`config.mk`:
```
export PLATFORM = sky130hd
export DESIGN_NAME = lsu_ctrl
export DESIGN_NICKNAME = d
export VERILOG_FILES = /design/src/rtl/lsu_ctrl.sv
export SDC_FILE = /design/constraint.sdc
export NUM_CORES = 1
export LEC_CHECK = 0
export BUFFER_PORTS_ARGS = -buffer_cell sky130_fd_sc_hd__buf_2
export CAP_MARGIN = 30
export CORE_UTILIZATION = 50
export CTS_BUF_LIST = sky130_fd_sc_hd__clkbuf_4
export CTS_CLUSTER_DIAMETER = 80
export CTS_CLUSTER_SIZE = 28
export DETAILED_ROUTE_END_ITERATION = 10
export GPL_ROUTABILITY_DRIVEN = 0
export MAX_ROUTING_LAYER = met4
export PLACE_DENSITY = 0.76
export RECOVER_POWER = 50
export SLEW_MARGIN = 5
export SYNTH_ARGS = -nofsm -noshare
export SYNTH_HDL_FRONTEND = slang
export SYNTH_SLANG_ARGS = --single-unit
```
`constraint.sdc`:
```
create_clock -name clk -period 2.3 [get_ports clk]
set_input_delay 0.46 -clock clk [delete_from_list [all_inputs] [get_ports clk]]
set_output_delay 0.46 -clock clk [all_outputs]
set_load 0.02 [all_outputs]
```
`src/rtl/lsu_ctrl.sv`:
```
// lsu_ctrl: single-outstanding load/store sequencer (byte lanes, req/gnt/rvalid handshake, load align/extend).
// Define LSU_TIMEOUT_EN to abort a WAIT that exceeds TIMEOUT_CYCLES with a bus error.
module lsu_ctrl #(
  parameter int XLEN = 64
`ifdef LSU_TIMEOUT_EN
  , parameter int TIMEOUT_CYCLES = 255
`endif
) (
  input  logic            clk,
  input  logic            resetn,
  input  logic            req_valid_i,
  output logic            req_ready_o,
  input  logic            req_wr_i,
  input  logic [1:0]      req_byte_i,
  input  logic            req_zero_extnd_i,
  input  logic [XLEN-1:0] req_addr_i,
  input  logic [XLEN-1:0] req_wdata_i,
  output logic            mem_req_o,
  input  logic            mem_gnt_i,
  output logic [XLEN-1:0] mem_addr_o,
  output logic            mem_we_o,
  output logic [7:0]      mem_be_o,
  output logic [XLEN-1:0] mem_wdata_o,
  input  logic            mem_rvalid_i,
  input  logic [XLEN-1:0] mem_rdata_i,
  input  logic            mem_err_i,
  output logic            resp_valid_o,
  output logic [XLEN-1:0] resp_rdata_o,
  output logic            resp_misalign_o,
  output logic            resp_err_o,
  output logic            stall_o
);

  typedef enum logic [1:0] {IDLE, REQ, WAIT, RESP} state_t;

  state_t          state_q, state_d;
  logic            wr_q, wr_d, zx_q, zx_d, err_q, err_d, mis_q, mis_d;
  logic [1:0]      size_q, size_d;
  logic [XLEN-1:0] addr_q, addr_d, wdata_q, wdata_d, rdata_q, rdata_d;
  logic            misalign, timeout;
  logic [7:0]      be_base;
  logic [XLEN-1:0] shifted, ext;

`ifdef LSU_TIMEOUT_EN
  localparam int CW = $clog2(TIMEOUT_CYCLES + 1);
  logic [CW-1:0] cnt_q, cnt_d;

  // Held at zero outside WAIT so it is already cleared on WAIT entry.
  assign cnt_d   = (state_q == WAIT) ? cnt_q + 1'b1 : '0;
  assign timeout = (cnt_q == CW'(TIMEOUT_CYCLES - 1));

  always_ff @(posedge clk or negedge resetn) begin
    if (!resetn) cnt_q <= '0;
    else         cnt_q <= cnt_d;
  end
`else
  assign timeout = 1'b0;
`endif

  assign misalign = ((req_byte_i == 2'b01) & req_addr_i[0])
                  | ((req_byte_i == 2'b10) & (|req_addr_i[1:0]))
                  | ((req_byte_i == 2'b11) & (|req_addr_i[2:0]));

  always_comb begin
    state_d = state_q;
    wr_d    = wr_q;
    zx_d    = zx_q;
    size_d  = size_q;
    addr_d  = addr_q;
    wdata_d = wdata_q;
    rdata_d = rdata_q;
    err_d   = err_q;
    mis_d   = mis_q;
    case (state_q)
      IDLE: if (req_valid_i) begin
        wr_d    = req_wr_i;
        zx_d    = req_zero_extnd_i;
        size_d  = req_byte_i;
        addr_d  = req_addr_i;
        wdata_d = req_wdata_i;
        rdata_d = '0;
        err_d   = 1'b0;
        mis_d   = misalign;
        state_d = misalign ? RESP : REQ;
      end
      REQ:  if (mem_gnt_i) state_d = WAIT;
      WAIT: if (mem_rvalid_i) begin
        rdata_d = mem_rdata_i;
        err_d   = mem_err_i;
        state_d = RESP;
      end else if (timeout) begin
        err_d   = 1'b1;
        state_d = RESP;
      end
      RESP:    state_d = IDLE;
      default: state_d = IDLE;
    endcase
  end

  always_ff @(posedge clk or negedge resetn) begin
    if (!resetn) begin
      state_q <= IDLE;
      wr_q    <= 1'b0;
      zx_q    <= 1'b0;
      size_q  <= 2'b00;
      addr_q  <= '0;
      wdata_q <= '0;
      rdata_q <= '0;
      err_q   <= 1'b0;
      mis_q   <= 1'b0;
    end else begin
      state_q <= state_d;
      wr_q    <= wr_d;
      zx_q    <= zx_d;
      size_q  <= size_d;
      addr_q  <= addr_d;
      wdata_q <= wdata_d;
      rdata_q <= rdata_d;
      err_q   <= err_d;
      mis_q   <= mis_d;
    end
  end

  always_comb begin
    case (size_q)
      2'b00:   be_base = 8'h01;
      2'b01:   be_base = 8'h03;
      2'b10:   be_base = 8'h0F;
      default: be_base = 8'hFF;
    endcase
  end

  // Memory-side outputs are only driven while the request is presented.
  assign mem_req_o   = (state_q == REQ);
  assign mem_addr_o  = mem_req_o ? {addr_q[XLEN-1:3], 3'b000} : '0;
  assign mem_we_o    = mem_req_o & wr_q;
  assign mem_be_o    = mem_req_o ? (be_base << addr_q[2:0]) : 8'h00;
  assign mem_wdata_o = mem_req_o ? (wdata_q << {addr_q[2:0], 3'b000}) : '0;

  assign shifted = rdata_q >> {addr_q[2:0], 3'b000};

  always_comb begin
    case (size_q)
      2'b00:   ext = {{(XLEN-8){~zx_q & shifted[7]}}, shifted[7:0]};
      2'b01:   ext = {{(XLEN-16){~zx_q & shifted[15]}}, shifted[15:0]};
      2'b10:   ext = {{(XLEN-32){~zx_q & shifted[31]}}, shifted[31:0]};
      default: ext = shifted;
    endcase
  end

  assign req_ready_o     = (state_q == IDLE);
  assign resp_valid_o    = (state_q == RESP);
  assign resp_misalign_o = resp_valid_o & mis_q;
  assign resp_err_o      = resp_valid_o & err_q;
  assign resp_rdata_o    = (resp_valid_o & ~wr_q & ~err_q & ~mis_q) ? ext : '0;
  assign stall_o         = ((state_q == IDLE) & req_valid_i) | (state_q == REQ) | (state_q == WAIT);

endmodule

```
==> run metrics <==
xor/xnor share of the synthesized area=0%; worst path cell trace=buf_4 > mux2i_4 > a22oi_2 > a41oi_2 > a31o_4 > buf_12 > buf_12 > a21oi_4 > buf_6; synthesized flop and latch total=200; Die H=158.6 um; Max Freq=313.7 MHz; Simple-Gate Fraction of Synth Area=12.12%; Synth Area in Compound Gates=14.29%; CP max stage delay=0.51 ns; R2R depth=9; Bufs and invs on worst path=4; worst-skew pair later-pin latency=0.62 ns; Die Span X=158.6 um; setup slack after layout=-0.8880 ns; CTS Buf Count=17; main combinational cell family by area after synthesis=multiplexers; Synth area leader=dfrtp_1; Die ar.=25170 sq um; R2R Path Start=state_q[1]; TritonCTS clock tree=done; # H-tree levels=4; WHS=0.03270 ns; P&R area growth vs syn=43.02%; wire per inst=23.18 um; worst min-delay path category=in -> reg; Non-Filler Cell Area, Final=17550 sq um; Placed Instance Area=15390 sq um; clock root buffer=clkbuf_4; Post-Synth Adder-Cell Area=0.4080%; Worst Path Arrival=2.73 ns; Max Slew Vio Count=0; Final Skew=0.03878 ns; post-synthesis sequential area ratio=40.80%; Post-Syn Area per Cell=10.94 sq um; Syn Inst Count=1121; Avg Vias per Cell=5.991; worst vdd ir=0.6693 mV; peak fanout along the critical path=7; Final setup viols=215; r2r setup slk=-0.01 ns; number of global-route vias before repair=11720; min Tclk post-route=3.188 ns; WS Path Type=reg -> out; most used cell, CP=buf_12; period utilization=138.6%; Design Power=27640 uW; Max Root-Sink Buffers=2; synth top area cells=dfrtp_1 41%, mux2_2 15%, mux4_2 6.6%; Rows=56; crit end category=output pin; grt ovf=0; PwrDens=1576 nW/um^2; worst flop-to-flop path endpoint=rdata_q[54]; ys async rst share=100.0%; total number of vias=11580; initial DRC count=986; Synth top area share=40.80%; Total GRT Usage=35.94%; Max-Slew Margin vs Limit=13.76%; Post-route DRC=0; DRT antenna net count=0; outcome=complete, but fails checks; dpl hpwl=30830 um; most numerous cell in the Yosys netlist=dfrtp_1; CTS sink count=200; first-pass GRT wire length=66000 um; number of flops mapped to enable cells by yosys=0; CP startpoint kind=register; max-cap violations=0; Synth top cells by count=200 x dfrtp_1, 161 x mux2_2, 92 x nand2_1; Tightest Pin Transition=1.294 ns; Worst Hold Depth=2; Reg clk slew, reported paths=0.21 ns; core area=23750 sq um; Pre-antenna DRT Iters=6; WP depth=9; CP required=1.84 ns; Synth cell types=50; CP Capture Point=resp_rdata_o[40]; mux cell area share after synthesis=27.10%; largest net degree at the start of global routing=58; Nets=1794; CP startpoint=addr_q[0]; Synth Flop Type=dfrtp_1; port bufs=405; layout cells sized above 1=59.28%; antenna violations before repair=9; Critical-path top delay cell=dfrtp_4; violated checks=negative setup slack; Worst Hold Launch=mem_rdata_i[55]; cell area after synthesis=12270 sq um; Static Leakage=0.008143 uW; initial core utilization=51.65%; unrepaired setup endpoints after global routing=yes; CP delay by family, top=compound AO/OA/AOI/OAI gates; number of synthesis warnings=0; Detailed Route WL=44810 um; io pins=409; final hold viol count=0
cells by family after synthesis:
kind of cell    after synthesis
fa+ha+maj                     4
flops                       200
buf+inv                     117
compound gates              246
simple gates                286
other cells                   1
mux                         267
worst min path at each step:
stage / endpoint / slack, ns
after floorplan: addr_q[0] / 0.16
after global placement: rdata_q[33] / 0.45
after detailed placement: rdata_q[1] / 0.45
after CTS: rdata_q[55] / 0.002
after global routing: addr_q[45] / 0.009
final: rdata_q[55] / 0.03
state kept, by name, summed over array words and instances (netlist names):
signal,count
wr_q,1
rdata_q,64
size_q,2
mis_q,1
err_q,1
zx_q,1
state_q,2
wdata_q,64
addr_q,64
where the power goes:
part | internal (uW) | switching (uW)
Clock | 654 | 1540
Sequential | 5280 | 1910
Combinational | 9000 | 9260
layout make-up:
class | count | area (sq um)
multi-input combinational | 806 | 7438
fill | 1601 | 6207
sequential | 200 | 5014
timing repair buffer | 555 | 4287
tap | 319 | 399.1
clock inverter | 15 | 215.2
clock buffer | 17 | 127.6
inverter | 8 | 32.53
antenna | 13 | 32.53
per-stage QoR:
stage | setup WS (ns) | utilization [%] | TNS [ns] | std cells
3_3_place_gp | -0.1229 | 64.81 | -5.008 | 1853
5_1_grt | -0.9907 | 73.83 | -147.15 | 1929
6_report | -0.8880 | 73.87 | -113.22 | 1933
3_5_place_dp | -0.1779 | 64.81 | -8.209 | 1853
4_1_cts | -0.8602 | 71.83 | -121.59 | 1914
2_1_floorplan | -0.01499 | - | -0.07120 | 1123
cells in the final DEF (no fill, tap or decap), drive strengths merged, types with 3 or more instances in the layout:
cell type | Yosys | final
mux4 | 36 | 36
o22ai | 3 | 3
diode | 0 | 13
nor2b | 37 | 37
nand3 | 5 | 5
a22oi | 12 | 12
mux2i | 70 | 70
conb | 1 | 3
nor2 | 38 | 38
o21ai | 51 | 51
a211oi | 12 | 12
o2bb2ai | 7 | 7
and3 | 15 | 15
clkinv | 0 | 5
ha | 4 | 4
clkbuf | 47 | 21
mux2 | 161 | 161
dfrtp | 200 | 200
nand2 | 92 | 92
and2 | 82 | 82
a22o | 69 | 69
inv | 8 | 17
nor3 | 4 | 4
buf | 62 | 548
nand2b | 10 | 10
a21oi | 73 | 73
metal layers:
metal | global-route usage [%] | share of wire, % | vias up | wire length [um]
met1 | 43.80 | 38 | 5719 | 17070
met3 | 7.893 | 8.9 | 155 | 3982
met2 | 56.39 | 49 | 711 | 21770
met4 | 18.04 | 4.4 | 0 | 1985
met5 | - | 0 | - | 0
li1 | - | - | 4996 | -
what timing repair did:
action	4_1_cts	5_1_grt
endpoints found under the hold margin	48	0
gates cloned	8	1
hold buffers	1	0
gates resized for setup	268	142
setup endpoints to repair	201	261
setup buffers	20	5
pin swaps	15	9
No activity file was read; power rests on OpenSTA's default activity.
